File: src/rtl/mem_stage_unit.sv
// rtl/mem_stage_unit.sv - memory stage: data-memory req/ack access, stall control, MEM/WB latch (optional MEM_TIMEOUT_EN)
module mem_stage_unit #(
    parameter int DBITS     = 32,
    parameter int REGNOBITS = 4,
    parameter int TIMEOUT   = 16
) (
    input  logic                 clk,
    input  logic                 reset,
    input  logic                 valid_m,
    input  logic                 memtoReg_m,
    input  logic                 memWrite_m,
    input  logic                 jal_m,
    input  logic                 regWrite_m,
    input  logic [REGNOBITS-1:0] wrReg_m,
    input  logic [DBITS-1:0]     incrementedPC_m,
    input  logic [DBITS-1:0]     aluOut_m,
    input  logic [DBITS-1:0]     sr2Out_m,
    output logic                 dmem_req,
    output logic                 dmem_we,
    output logic [DBITS-1:0]     dmem_addr,
    output logic [DBITS-1:0]     dmem_wdata,
    input  logic [DBITS-1:0]     dmem_rdata,
    input  logic                 dmem_ack,
    output logic                 stall,
    output logic                 valid_w,
    output logic                 regWrite_w,
    output logic [REGNOBITS-1:0] wrReg_w,
    output logic [DBITS-1:0]     wbData_w,
    output logic                 err
);

    typedef enum logic {IDLE, ACCESS} state_t;

    state_t state, stateNext;
    logic   memop;
    logic   timeoutHit;

    assign memop = valid_m & (memtoReg_m | memWrite_m);

`ifdef MEM_TIMEOUT_EN
    localparam int CW = $clog2(TIMEOUT + 1);
    logic [CW-1:0] toCnt;

    // The TIMEOUT-th unacknowledged ACCESS cycle abandons the access
    assign timeoutHit = (state == ACCESS) && !dmem_ack && (toCnt == CW'(TIMEOUT - 1));

    // Wait-cycle counter, cleared while idle so it starts at zero on entry to ACCESS
    always_ff @(posedge clk) begin
        if (reset || state == IDLE) begin
            toCnt <= '0;
        end else if (!dmem_ack) begin
            toCnt <= toCnt + 1'b1;
        end
    end

    // Sticky timeout flag
    always_ff @(posedge clk) begin
        if (reset) begin
            err <= 1'b0;
        end else if (timeoutHit) begin
            err <= 1'b1;
        end
    end
`else
    logic unusedTimeoutCfg;
    assign unusedTimeoutCfg = |TIMEOUT;
    assign timeoutHit       = 1'b0;
    assign err              = 1'b0;
`endif

    // State register
    always_ff @(posedge clk) begin
        if (reset) begin
            state <= IDLE;
        end else begin
            state <= stateNext;
        end
    end

    // Next state and upstream stall; stall drops in the completing cycle so upstream advances
    always_comb begin
        stateNext = state;
        stall     = 1'b0;
        case (state)
            IDLE: begin
                if (memop) begin
                    stall     = 1'b1;
                    stateNext = ACCESS;
                end
            end
            ACCESS: begin
                if (dmem_ack || timeoutHit) begin
                    stateNext = IDLE;
                end else begin
                    stall = 1'b1;
                end
            end
            default: stateNext = IDLE;
        endcase
        if (reset) begin
            stall     = 1'b0;
            stateNext = IDLE;
        end
    end

    // Memory request registers and MEM/WB latch
    always_ff @(posedge clk) begin
        if (reset) begin
            dmem_req   <= 1'b0;
            dmem_we    <= 1'b0;
            dmem_addr  <= '0;
            dmem_wdata <= '0;
            valid_w    <= 1'b0;
            regWrite_w <= 1'b0;
            wrReg_w    <= '0;
            wbData_w   <= '0;
        end else begin
            case (state)
                IDLE: begin
                    if (memop) begin
                        // Store wins when both flags are set; the slot becomes a bubble while waiting
                        dmem_req   <= 1'b1;
                        dmem_we    <= memWrite_m;
                        dmem_addr  <= aluOut_m;
                        dmem_wdata <= sr2Out_m;
                        valid_w    <= 1'b0;
                        regWrite_w <= 1'b0;
                    end else if (valid_m) begin
                        valid_w    <= 1'b1;
                        regWrite_w <= regWrite_m;
                        wrReg_w    <= wrReg_m;
                        wbData_w   <= jal_m ? incrementedPC_m : aluOut_m;
                    end else begin
                        valid_w    <= 1'b0;
                        regWrite_w <= 1'b0;
                    end
                end
                ACCESS: begin
                    if (dmem_ack) begin
                        dmem_req <= 1'b0;
                        dmem_we  <= 1'b0;
                        valid_w  <= 1'b1;
                        wrReg_w  <= wrReg_m;
                        if (dmem_we) begin
                            regWrite_w <= 1'b0;
                            wbData_w   <= aluOut_m;
                        end else begin
                            regWrite_w <= regWrite_m;
                            wbData_w   <= dmem_rdata;
                        end
                    end else if (timeoutHit) begin
                        // Abandoned access retires as a valid slot that writes nothing
                        dmem_req   <= 1'b0;
                        dmem_we    <= 1'b0;
                        valid_w    <= 1'b1;
                        regWrite_w <= 1'b0;
                    end else begin
                        valid_w    <= 1'b0;
                        regWrite_w <= 1'b0;
                    end
                end
                default: begin
                    dmem_req <= 1'b0;
                    dmem_we  <= 1'b0;
                end
            endcase
        end
    end

endmodule
File: config.mk
export PLATFORM = sky130hd
export DESIGN_NAME = mem_stage_unit
export DESIGN_NICKNAME = d
export VERILOG_FILES = /design/src/rtl/mem_stage_unit.sv
export SDC_FILE = /design/constraint.sdc
export NUM_CORES = 1
export LEC_CHECK = 0
export CAP_MARGIN = 25
export CORE_MARGIN = 8
export CORE_UTILIZATION = 37
export CTS_BUF_LIST = sky130_fd_sc_hd__clkbuf_2
export DETAILED_ROUTE_END_ITERATION = 12
export PLACE_DENSITY = 0.79
export SYNTH_ARGS = -nofsm -noshare
export SYNTH_HDL_FRONTEND = slang
export SYNTH_SLANG_ARGS = --single-unit
File: constraint.sdc
create_clock -name clk -period 1.6 [get_ports clk]
set_input_delay 0.32 -clock clk [delete_from_list [all_inputs] [get_ports clk]]
set_output_delay 0.32 -clock clk [all_outputs]
set_load 0.005 [all_outputs]
Yosys cells after proc, flatten, opt, wreduce, memory -nomap -nowiden. Index checks and enable logic that the tools add are counted.

Reductions and logical operators: 3. Bitwise gates (word level): 3. Muxes and demuxes: 28. Eq/ne operators: 4.

Operator list (count): $mux 32 (5); $pmux 32 s2 (1); $mux 1 (13); $mux 4 (3); $pmux 1 s2 (5); $ne 2x2->1 const B (4); $pmux 4 s2 (1); $reduce_and 2->1 (2); $reduce_and 3->1 (1); $and 1x1->1 (1); $not 1->1 (1); $or 1x1->1 (1).

Word-level logic and storage cells: 47. Input bits: 140. Flip-flop bits (word level): 105. Output and inout bits: 106.

Logic depth before layout (Yosys ltp).
Depth in word-level cells: 5. Gate-level depth with buffers: 6. Mapped depth without buffers: 3.

Worst setup path before layout. No wires, ideal clock.

Path type: register -> output. From: register state. To: output stall. Slack: 0.063 ns. Buffers on the path: 3. Arrival: 1.217 ns. Data required time: 1.280 ns. Cell stages (with the launch flop): 7. Path through: dfxtp_1 > buf_6 > nor2b_1 > buf_2 > buf_2 > a21oi_1 > nor2_1.

Cells in the longest elaborated chain, start to end: 3.

RTL lines: start: declaration (RTL line 34) `state_t state, stateNext;`; start signal: assignment (RTL line 76) `state <= stateNext;`; $not 1->1 (no line); $pmux 1 s2 (*) (RTL line 84) `case (state)`; $mux 1 (*) (RTL line 100) `if (reset) begin`; end: declaration (RTL line 24) `output logic stall,`.

Every way passes the cells marked *; elsewhere a longest branch is shown, timed or not.

Final worst setup path. Ends and elaborated chain as after synthesis.

==> metrics.txt <==
outcome finished with violations; failing checks setup timing; Starting Density 37.2%; Rows 41; Cells after Synth 531; max cap viols 0; Vias/cell 5.49; wirelength, routed 19,400 µm; gr ovfl total 0; Tmin final 1.80 ns; worst-path cell chain nor2b_4 > a21oi_2 > nor2_1 > buf_2; NumNets Final 914; Worst Hold Class in2reg; Tot GR Track Use 23.1%; WHS 0.226 ns; syn_nets 671; Post-DP Area 0.00728 mm²; dominant cells by area after synthesis dfxtp_1 (45%), nand3_1 (11%), a311oi_2 (8.4%); Worst-path clk slew 0.28 ns; largest net degree at the start of global routing 105; RSZ-0062 raised after global routing yes; Critical Path Max Stage Delay 0.43 ns; CP Class reg2out; synthesis warning total 0; Mean Syn Cell Area 8.70 µm²; Rel. slew slack 52.9%; die height 128 µm; startpoint types register; Leak 2.88 nW; Mapped Area 0.00462 mm²; count of final hold-check violations 0; area delta synth->final 66.0%; worst vdd ir 0.000632 V; number of routed nets with antenna violations 0; Worst Setup End Kind output pin; initial DRC count 385; global-route wire length before repair 30,000 µm; root buffer selected by CTS clkbuf_2; post-route cell area 0.00767 mm²; final setup violating endpoints 39; Worst EP arrival 1.48 ns; period utilization 113%; clock sink count 105; Initial DRT Pass Iterations 5; DP Wirelength 13,000 µm; chip width 128 µm; vias in the first global route 5,494; final worst setup slack -0.203 ns; Yosys cell types 27; cts bufs inserted 9; clk buf depth 2; I/O Buffers 244; initial antenna violation count 1; Critical Path RT 1.28 ns; delay-heaviest family, CP flip-flops; Placer Congestion 0.812; crit path max fanout 3; TritonCTS clock tree yes; Layout Skew 0.0204 ns; CP max stage cell dfxtp_4; area share of the largest cell type after synthesis 45.5%; slew at the pin closest to its max-slew limit 0.706 ns; flop and latch count out of synthesis 105; area leader, netlist dfxtp_1; Pins Over Slew Limit 0; vias after detailed routing 5,229; worst skew pair latency 0.60 ns; sequential share of the synthesized area 45.5%; Buf/Inv on CP 1; drt wl/cell 20.3 µm; Remaining DRCs 0; share of cells above drive strength 1 37.6%; Power Density 755 mW/mm²; H-tree depth 3; Die Footprint 0.0163 mm²; I/O pins 246; core area 0.0124 mm²; Max Clock Freq 555 MHz; pre-CTS WS -0.484 ns
## worst register-to-register path: cells and delay by family, from the launching register on
kind	cells	cell delay [ns]
buffers and inverters	4	0.57
DFF	1	0.42
AOI/OAI and AO/OA	1	0.31
and+or+nand+nor	2	0.40
## state kept, by name (all words and copies together), names as in the netlist
register	flops
dmem_addr	32
dmem_wdata	32
wbData_w	32
wrReg_w	4
dmem_req	1
dmem_we	1
regWrite_w	1
state	1
valid_w	1
## logic make-up (layout without fill, tap and decap cells)
group                  after synthesis  after routing  synth area share (%)
AOI/OAI and AO/OA                  206            206                  30.4
and+or+nand+nor                    152            152                  17.1
DFF                                105            105                  45.5
buffers and inverters               67            315                  6.96
other                                1              2                0.0811
## stage by stage
step	TNS [ns]	util (%)	cells	power, W
after floorplan	0	-	531	0.00360
after global placement	-33.73	58.7	908	0.00450
after detailed placement	-40.07	58.7	908	0.00456
after CTS	-0.510	63.1	942	0.00583
after global routing	-5.74	61.8	952	0.00610
final	-2.69	61.8	952	0.00579
## routing by layer
metal	up-vias	GRT usage (%)	wire, µm
met5	-	0	0
met4	0	9.65	593
met3	41	6.70	1800
met2	227	40.6	9580
met1	2487	25.6	7400
li1	2474	-	-
## path summary, 6_finish.rpt
kind / start / end / slack [ns] / cells past startpoint
worst min-delay path: sr2Out_m[5] / dmem_wdata[5]$_SDFFE_PP0P_ / 0.23 / 3
worst max-delay path: state$_DFF_P_ / stall / -0.20 / 4
worst min register to register: dmem_req$_SDFFE_PP0P_ / dmem_req$_SDFFE_PP0P_ / 0.49 / 2
worst max register to register: state$_DFF_P_ / regWrite_w$_SDFF_PP0_ / -0.17 / 7
## synth_stat cells
master	instances
a2111oi_2	1
a21oi_1	72
a22oi_1	32
a311oi_1	6
a311oi_2	26
and2_1	1
and2b_1	1
buf_1	5
buf_2	5
buf_4	5
buf_6	6
clkbuf_1	45
conb_1	1
dfxtp_1	105
inv_1	1
nand2_1	4
nand2_2	1
nand2b_1	3
nand3_1	100
nor2_1	3
nor2_2	1
nor2b_1	3
nor3_1	32
nor4b_4	1
o21ai_0	69
or2_2	1
or4b_1	1
## layout make-up
type | instances | area (µm²)
multi-input combinational | 359 | 2340
tap | 172 | 215
antenna | 1 | 2.50
fill | 1101 | 4740
clock buffer | 9 | 45.0
timing repair buffer | 298 | 2770
inverter | 1 | 3.75
sequential | 105 | 2240
clock inverter | 7 | 61.3
## cells in the final DEF (no fill, tap or decap), types with 2 or more instances in the layout
cell type	count
clkdlybuf4s50_1	138
dfxtp_2	102
nand3_1	100
clkbuf_2	73
a21oi_1	71
o21ai_0	65
clkdlybuf4s15_1	38
buf_4	29
a22oi_1	27
a311oi_2	26
nor3_1	23
buf_12	11
nor3_2	9
buf_6	9
a311oi_1	6
a22oi_2	5
nand2_1	4
o21ai_1	4
clkinv_2	3
buf_16	3
buf_2	3
nor2b_4	2
nor2_4	2
nand2b_1	2
clkinv_1	2
dfxtp_4	2
## repair_timing
action	CTS	global route
gates cloned	5	2
gates resized for setup	344	94
hold buffers	1	0
setup buffers	12	9
pin swaps	19	22
endpoints found under the setup margin	132	134
endpoints found under the hold margin	1	0
## where the power goes
part           switching [W]  leakage (nW)  total [W]  internal [W]
registers          0.0000929         0.904    0.00292       0.00283
logic               0.000769          1.90    0.00164      0.000870
clock network       0.000884        0.0705    0.00123      0.000346
total                0.00175          2.88    0.00579       0.00404
(Power assumes the default switching activity.)
